==> config.mk <==
export PLATFORM = sky130hd
export DESIGN_NAME = dmux_8_way_arbiter
export DESIGN_NICKNAME = d
export VERILOG_FILES = /design/src/rtl/dmux_arb_pkg.sv /design/src/rtl/dmux_8_way.sv /design/src/rtl/dmux_8_way_arbiter_rr_pick_8.sv /design/src/rtl/dmux_8_way_arbiter.sv
export SDC_FILE = /design/constraint.sdc
export NUM_CORES = 1
export LEC_CHECK = 0
export ABC_AREA = 1
export CAP_MARGIN = 10
export CORE_MARGIN = 1
export CORE_UTILIZATION = 30
export CTS_CLUSTER_DIAMETER = 50
export DETAILED_ROUTE_END_ITERATION = 16
export HOLD_SLACK_MARGIN = 0.1
export PLACE_DENSITY = 0.52
export SYNTH_ARGS = -nofsm -noshare
export SYNTH_HDL_FRONTEND = slang
export SYNTH_SLANG_ARGS = --single-unit
==> constraint.sdc <==
create_clock -name clk -period 3.6 [get_ports clk]
set_input_delay 0.36 -clock clk [delete_from_list [all_inputs] [get_ports clk]]
set_output_delay 0.36 -clock clk [all_outputs]
set_load 0.01 [all_outputs]
==> src/rtl/dmux_arb_pkg.sv <==
// Shared types and constants for the 8-way dmux arbiter.
// State encoding, requester count and select width.
package dmux_arb_pkg;

    localparam int NUM_REQ = 8;
    localparam int SEL_W   = 3;

    typedef enum logic {
        IDLE  = 1'b0,
        OWNED = 1'b1
    } state_e;

    function automatic logic [NUM_REQ-1:0] onehot(input logic [SEL_W-1:0] idx);
        return NUM_REQ'(1) << idx;
    endfunction

endpackage

==> src/rtl/dmux_8_way.sv <==
// 1-to-8 demultiplexer: routes in to out[sel], all other bits 0.
// Purely combinational.
module dmux_8_way (
    input  logic       in,
    input  logic [2:0] sel,
    output logic [7:0] out
);

    // Shift the single data bit into the selected lane.
    always_comb begin
        out = 8'(in) << sel;
    end

endmodule

==> src/rtl/dmux_8_way_arbiter_rr_pick_8.sv <==
// Round-robin picker: first set bit of req & mask scanning from ptr.
// Combinational; mask lets the caller exclude the current owner.
import dmux_arb_pkg::*;

module rr_pick_8 (
    input  logic [NUM_REQ-1:0] req,
    input  logic [SEL_W-1:0]   ptr,
    input  logic [NUM_REQ-1:0] mask,
    output logic               found,
    output logic [SEL_W-1:0]   idx
);

    logic [NUM_REQ-1:0] cand;
    logic [SEL_W-1:0]   pos;

    // Walk offsets high to low so the nearest offset from ptr wins last.
    always_comb begin
        cand  = req & mask;
        found = |cand;
        idx   = '0;
        pos   = '0;
        for (int k = NUM_REQ - 1; k >= 0; k--) begin
            pos = ptr + SEL_W'(k);
            if (cand[pos]) begin
                idx = pos;
            end
        end
    end

endmodule

==> src/rtl/dmux_8_way_arbiter.sv <==
// Round-robin arbiter steering one data bit through a dmux_8_way.
// Optional hold-time limit enabled by defining DMUX_ARB_TIMEOUT_EN.
import dmux_arb_pkg::*;

module dmux_8_way_arbiter #(
    parameter int HOLD_MAX = 16
) (
    input  logic               clk,
    input  logic               reset,
    input  logic [NUM_REQ-1:0] req,
    input  logic               in,
    output logic [NUM_REQ-1:0] grant,
    output logic [SEL_W-1:0]   select,
    output logic               valid,
    output logic [NUM_REQ-1:0] out
);

    state_e             state_q, state_d;
    logic [NUM_REQ-1:0] grant_q, grant_d;
    logic [SEL_W-1:0]   sel_q, sel_d;
    logic [SEL_W-1:0]   ptr_q, ptr_d;
    logic [NUM_REQ-1:0] mask;
    logic               found;
    logic [SEL_W-1:0]   idx;
    logic               owner_rel;
    logic               forced;
    logic               rearb;

`ifdef DMUX_ARB_TIMEOUT_EN
    logic [7:0] cnt_q, cnt_d;

    // Owner has used its time slice and still asks for more.
    always_comb begin
        forced = (state_q == OWNED) && req[sel_q]
              && (cnt_q == 8'(HOLD_MAX - 1));
    end
`else
    logic [7:0] unused_hold;
    assign unused_hold = 8'(HOLD_MAX);
    assign forced      = 1'b0;
`endif

    // Exclude the current owner from any handover scan.
    always_comb begin
        mask = (state_q == OWNED) ? ~onehot(sel_q) : '1;
    end

    rr_pick_8 u_pick (
        .req   (req),
        .ptr   (ptr_q),
        .mask  (mask),
        .found (found),
        .idx   (idx)
    );

    // Next-state: grant from idle, hand over on release, else hold.
    always_comb begin
        state_d   = state_q;
        grant_d   = grant_q;
        sel_d     = sel_q;
        ptr_d     = ptr_q;
        owner_rel = (state_q == OWNED) && !req[sel_q];
        rearb     = (state_q == IDLE) || owner_rel || forced;
        if (rearb) begin
            if (found) begin
                state_d = OWNED;
                grant_d = onehot(idx);
                sel_d   = idx;
                ptr_d   = idx + SEL_W'(1);
            end else if (!forced) begin
                state_d = IDLE;
                grant_d = '0;
                sel_d   = '0;
            end
        end
`ifdef DMUX_ARB_TIMEOUT_EN
        cnt_d = rearb ? 8'd0 : cnt_q + 8'd1;
`endif
    end

    // Register arbitration state with synchronous reset.
    always_ff @(posedge clk) begin
        if (reset) begin
            state_q <= IDLE;
            grant_q <= '0;
            sel_q   <= '0;
            ptr_q   <= '0;
`ifdef DMUX_ARB_TIMEOUT_EN
            cnt_q   <= '0;
`endif
        end else begin
            state_q <= state_d;
            grant_q <= grant_d;
            sel_q   <= sel_d;
            ptr_q   <= ptr_d;
`ifdef DMUX_ARB_TIMEOUT_EN
            cnt_q   <= cnt_d;
`endif
        end
    end

    assign grant  = grant_q;
    assign select = sel_q;
    assign valid  = |grant_q;

    dmux_8_way u_dmux (
        .in  (in & valid),
        .sel (sel_q),
        .out (out)
    );

endmodule

# Yosys cells after proc, flatten, opt, wreduce, memory -nomap -nowiden
# Index checks and enable logic that the tools add are counted.
[word_totals]
ram_bits = 0
ff_bits = 15
output_inout_bits = 20
romBits = 0
word_cells = 64
mem_count = 0
latch_bits = 0
in_bits = 11
[classes]
reduce_logical = 6
order_cmp = 9
multipliers = 0
shifts = 3
n_div = 0
eq_ne = 0
n_mux = 30
bitwise = 4
add_sub_neg = 8
[op_table]
columns = ["cell", "count"]
rows = [
  ["$lt 3x4->1 const B", 9],
  ["$bmux 1 s3", 9],
  ["$mux 3", 9],
  ["$mux 8", 2],
  ["$reduce_or 8->1", 2],
  ["$shl 1x3->8 const A", 2],
  ["$add 3x3->3 const B", 4],
  ["$mux 1", 10],
  ["$and 8x8->8", 1],
  ["$not 8->8", 1],
  ["$shl 1x3->8", 1],
  ["$add 3x1->3 const B", 2],
  ["$add 3x2->3 const B", 2],
  ["$reduce_and 2->1", 1],
  ["$and 1x1->1", 1],
  ["$logic_and 1x1->1", 1],
  ["$logic_not 1->1", 1],
  ["$logic_or 1x1->1", 1],
  ["$not 1->1", 1],
]

# Depth between registers and ports, before layout
[logic_depth]
word_depth = 16
depth_mapped = 22
depth_no_buf = 22

# By module
# From an unflattened synthesis, not the netlist that was laid out.
[unflattened]
hier_cells = 296
hier_area_um2 = 1784.2
[modules_own_cells]
columns = ["mod", "instances", "cells_each", "seq_area_each_um2", "area_per_inst_um2"]
rows = [
  ["dmux_8_way_arbiter", 1, 141, 300.3, 937.1],
  ["rr_pick_8", 1, 140, 0.0, 785.8],
  ["dmux_8_way", 1, 15, 0.0, 61.3],
]

# Least setup slack after synthesis
# No wires, ideal clock.
[synth_path]
path_kind = "register -> register"
startpoint = "register ptr_q[1]"
endpoint = "register ptr_q[2]"
arrival_ns = 2.556
setup_time_ns = 0.120
path_stages_with_launch = 20
t_required_ns = 3.480
synth_period_minus_slack_ns = 2.676
path_slack_ns = 0.924
path_buffers = 1
cell_sequence = "dfxtp_1 -> buf_2 -> clkinv_1 -> ha_1 -> inv_1 -> nand3_1 -> nand3_2 -> nand2_2 -> a21oi_1 -> nand2_1 -> nand2_1 -> nand2_1 -> nand2_1 -> nand2_1 -> nand2_1 -> nand2_2 -> ha_1 -> ha_1 -> o21ai_1 -> a21oi_1"
[synth_between]
elab_chain_cells = 12
word_cells_on_any_way = 32
classes_between = "8 x add/sub; 24 x mux"
[synth_rtl]
columns = ["element", "line_no", "text"]
rows = [
  ["from (decl)", "dmux_8_way_arbiter.sv:21", "logic [SEL_W-1:0] ptr_q, ptr_d;"],
  ["from (signal assigned)", "dmux_8_way_arbiter.sv:95", "ptr_q <= ptr_d;"],
  ["$add 3x3->3", "dmux_8_way_arbiter_rr_pick_8.sv:23", "pos = ptr + SEL_W'(k);"],
  ["$bmux 1 s3", "dmux_8_way_arbiter_rr_pick_8.sv:24", "if (cand[pos]) begin"],
  ["$mux 1 (implied by the code)", "dmux_8_way_arbiter_rr_pick_8.sv:24", ""],
  ["$mux 3 (7 in a row)", "dmux_8_way_arbiter_rr_pick_8.sv:24", ""],
  ["$mux 3 (*)", "dmux_8_way_arbiter_rr_pick_8.sv:24", ""],
  ["$add 3x1->3 (*)", "dmux_8_way_arbiter.sv:69", "ptr_d = idx + SEL_W'(1);"],
]
# Every way passes the cells marked *; elsewhere a longest branch is shown, timed or not. The select of a mux whose other input is x is not followed.
# A chain may end at the register's enable or synchronous reset.

# Final worst setup path
# Same ends and word-level chain as after synthesis.

==> results.md <==
* Internal power at 0.0009535 W
* Clock Tree Buf Depth at 2
* CTS Hold Bufs at 0
* Rows at 26
* Worst hold path class: flop to flop
* Max-cap violations at 0
* Number of synthesized register bits at 15
* Initial antenna violation count at 0
* Setup bufs post-CTS at 0
* Die Area at 0.005544 mm2
* Clock network power share at 0.062
* Comb power frac at 0.803
* Peak supply drop at 429.0 uV
* Post-Syn Nets at 271
* CP Capture Type: flop
* Reg clk slew, reported paths at 0.06 ns
* Pin slew with the least headroom to its limit at 0.6034 ns
* Leak pwr at 0.9010 nW
* Core Util, Final at 0.3925
* Slew Viols, Final at 0
* Total wire length at 4081 um
* CTS Buf Count at 3
* Status: finished clean
* Unrepaired setup endpoints after global routing: false
* H-tree depth at 1
* Final period utilization at 0.8744
* Share of cells above drive strength 1 at 0.1767
* CORE AREA at 0.005075 mm2
* Register area share after synthesis at 0.1906
* All-Layer GR Usage at 0.1536
* Final HPWL DP at 3330 um
* Root Driver: clkbuf_8
* Global placer's final weighted congestion at 0.8133
* Sequential share of power at 0.135
* Chip Height at 74.46 um
* Setup-failing EPs final at 0
* Port Buffers at 30
* Design area at 0.001992 mm2
* Via density per instance at 4.640
* PostCTS Resize Cnt at 0
* Gate Count Post-Synth at 253
* Crit Path Class: flop to flop
* CTS Sinks at 15
* Sw frac at 0.5551
* Antenna viol nets, final at 0
* Power density cells at 1076 mW/mm2
* Period minus WS final at 3.148 ns
* Initial Util at 0.3104
* Critical Path Fanout Max at 9
* Post-place instance area at 0.001946 mm2
* Horiz. Die Dim at 74.46 um
* Worst hold margin at 0.4852 ns
* Remaining global-route overflow at 0
* Synth-to-layout area growth at 26.45%
* Net Sw Power at 0.001190 W
* YS warnings at 0
* Clock insertion delay at the later pin of the skew report at 0.24 ns
* Detailed Route Iter0 Violations at 61
* Wire length of the first global-routing pass at 6658 um
* Startpoint Class: flop
* DRC at 0
* # diodes at 0
* Setup TNS at 0 ns
* Drt first pass iters at 5
* Layout Nets at 302
* CTS tree: yes
* Worst Path Required at 3.73 ns
* Max-slew headroom at 0.5941
* Mapped Area at 0.001575 mm2
* CP arrival at 3.28 ns
* Final hold viol count at 0
* I/O Pins at 31
* Routed WL per cell at 11.56 um
* Worst Skew at 0.002907 ns
* Largest net degree at the start of global routing at 14
* Number of library cell types mapped by synthesis at 29
* Syn Area/Cell at 6.226 um2
* Number of global-route vias before repair at 1494
* Peak Freq at 317.7 MHz
* Detailed-route via count at 1638
==> registers in the layout (all words and copies together), names as in the netlist <==
register  count
grant         8
ptr_q         3
select        3
state_q       1
==> through the flow <==
step | std cells | power, W | setup slack [ns]
after floorplan | 253 | 0.001588 | 0.9240
after global placement | 349 | 0.002036 | 0.5364
after detailed placement | 349 | 0.002018 | 0.4799
after CTS | 353 | 0.002166 | 0.4565
after global routing | 353 | 0.002413 | 0.08914
final | 353 | 0.002143 | 0.4522
==> Yosys cell counts <==
master,n,share of area
buf_2,2,0.0064
a22o_1,1,0.0056
xnor2_1,2,0.011
a21boi_0,2,0.0095
dfxtp_1,15,0.19
nand2_1,66,0.16
ha_1,7,0.056
nand2_2,13,0.052
clkinv_2,2,0.0064
nor4_1,2,0.0079
nor4b_2,1,0.0095
clkinv_1,1,0.0024
clkbuf_4,1,0.0048
nand3_1,43,0.14
xor2_1,1,0.0056
nand4_1,2,0.0079
o21ai_1,3,0.0095
nand2_4,2,0.014
nand3_2,14,0.089
inv_1,24,0.057
nor2_2,2,0.0079
a21oi_2,2,0.011
o21ai_0,1,0.0032
clkbuf_1,2,0.0048
a21oi_1,19,0.060
a22oi_1,2,0.0095
inv_2,6,0.014
nor2_4,3,0.021
nor2_1,12,0.029
==> cells in the final DEF, fill, tap and decap left out <==
cell             count
nand2_1             66
nand2_4              2
inv_2                6
xor2_1               1
xnor2_1              2
nand2_2             13
o21ai_1              3
a22o_1               1
nor2_2               2
nor4b_2              1
a21oi_1             19
a21boi_0             2
a21oi_2              2
nor4_1               2
buf_4                1
nand4_1              2
nand3_2             14
o21ai_0              1
nor2_4               3
clkinv_1             1
a22oi_1              2
clkinv_2             3
ha_1                 7
nand3_1             43
clkbuf_8             3
clkdlybuf4s50_1     30
nor2_1              12
inv_1               24
dfxtp_1             15
==> kinds of logic (layout without fill, tap and decap cells) <==
logic type | after synthesis | in the layout | synth area share
xor+xnor | 3 | 3 | 0.01668
fa+ha+maj | 7 | 7 | 0.05560
flops | 15 | 15 | 0.1906
simple gates | 160 | 160 | 0.5322
compound gates | 30 | 30 | 0.1088
buf+inv | 38 | 68 | 0.09611
==> path summary, 6_finish.rpt <==
path	startpoint	to	slack, ns	cells after the start
worst max register to register	ptr_q[1]	ptr_q[2]	0.45	18
worst min register to register	grant[0]	grant[0]	0.49	2
worst max-delay path	ptr_q[1]	ptr_q[2]	0.45	18
worst min-delay path	grant[0]	grant[0]	0.49	2
==> final cells by class <==
class                   count  area, um2
fillers                   570       3083
multi-input cells         200       1124
repair buffers             31      307.8
flip-flops and latches     15      300.3
inverters                  33      126.4
well taps                  70      87.58
clock buffers               3      41.29
clock inverters             1      5.005
==> critical path, cell delays in order, from the launching register on <==
cell and delay (ns):
dfxtp_1 0.51, clkinv_1 0.32, ha_1 0.45, inv_1 0.21, nand3_1 0.15, nand3_2 0.12
nand2_2 0.08, a21oi_1 0.12, nand2_1 0.06, nand2_1 0.06, nand2_1 0.05, nand2_1 0.06
nand2_1 0.05, nand2_1 0.06, nand2_2 0.08, ha_1 0.21, ha_1 0.27, o21ai_1 0.13
a21oi_1 0.05
==> power groups by stage <==
stage	Sequential, W	Clock (W)	Combinational [W]
2_1_floorplan	0.000290	0	0.00130
3_3_place_gp	0.000294	0	0.00174
5_1_grt	0.000299	0.000149	0.00196
4_1_cts	0.000290	0.000140	0.00174
3_5_place_dp	0.000294	0	0.00172
6_report	0.000290	0.000133	0.00172
==> routing by layer <==
| layer | track usage | share of wire |
|---|---|---|
| met3 | 0.01897 | 0.031 |
| met1 | 0.1989 | 0.48 |
| met5 | 0 | 0 |
| met2 | 0.2593 | 0.48 |
| met4 | 0.05870 | 0.012 |
Note: power is estimated with default switching activity, not from simulation.
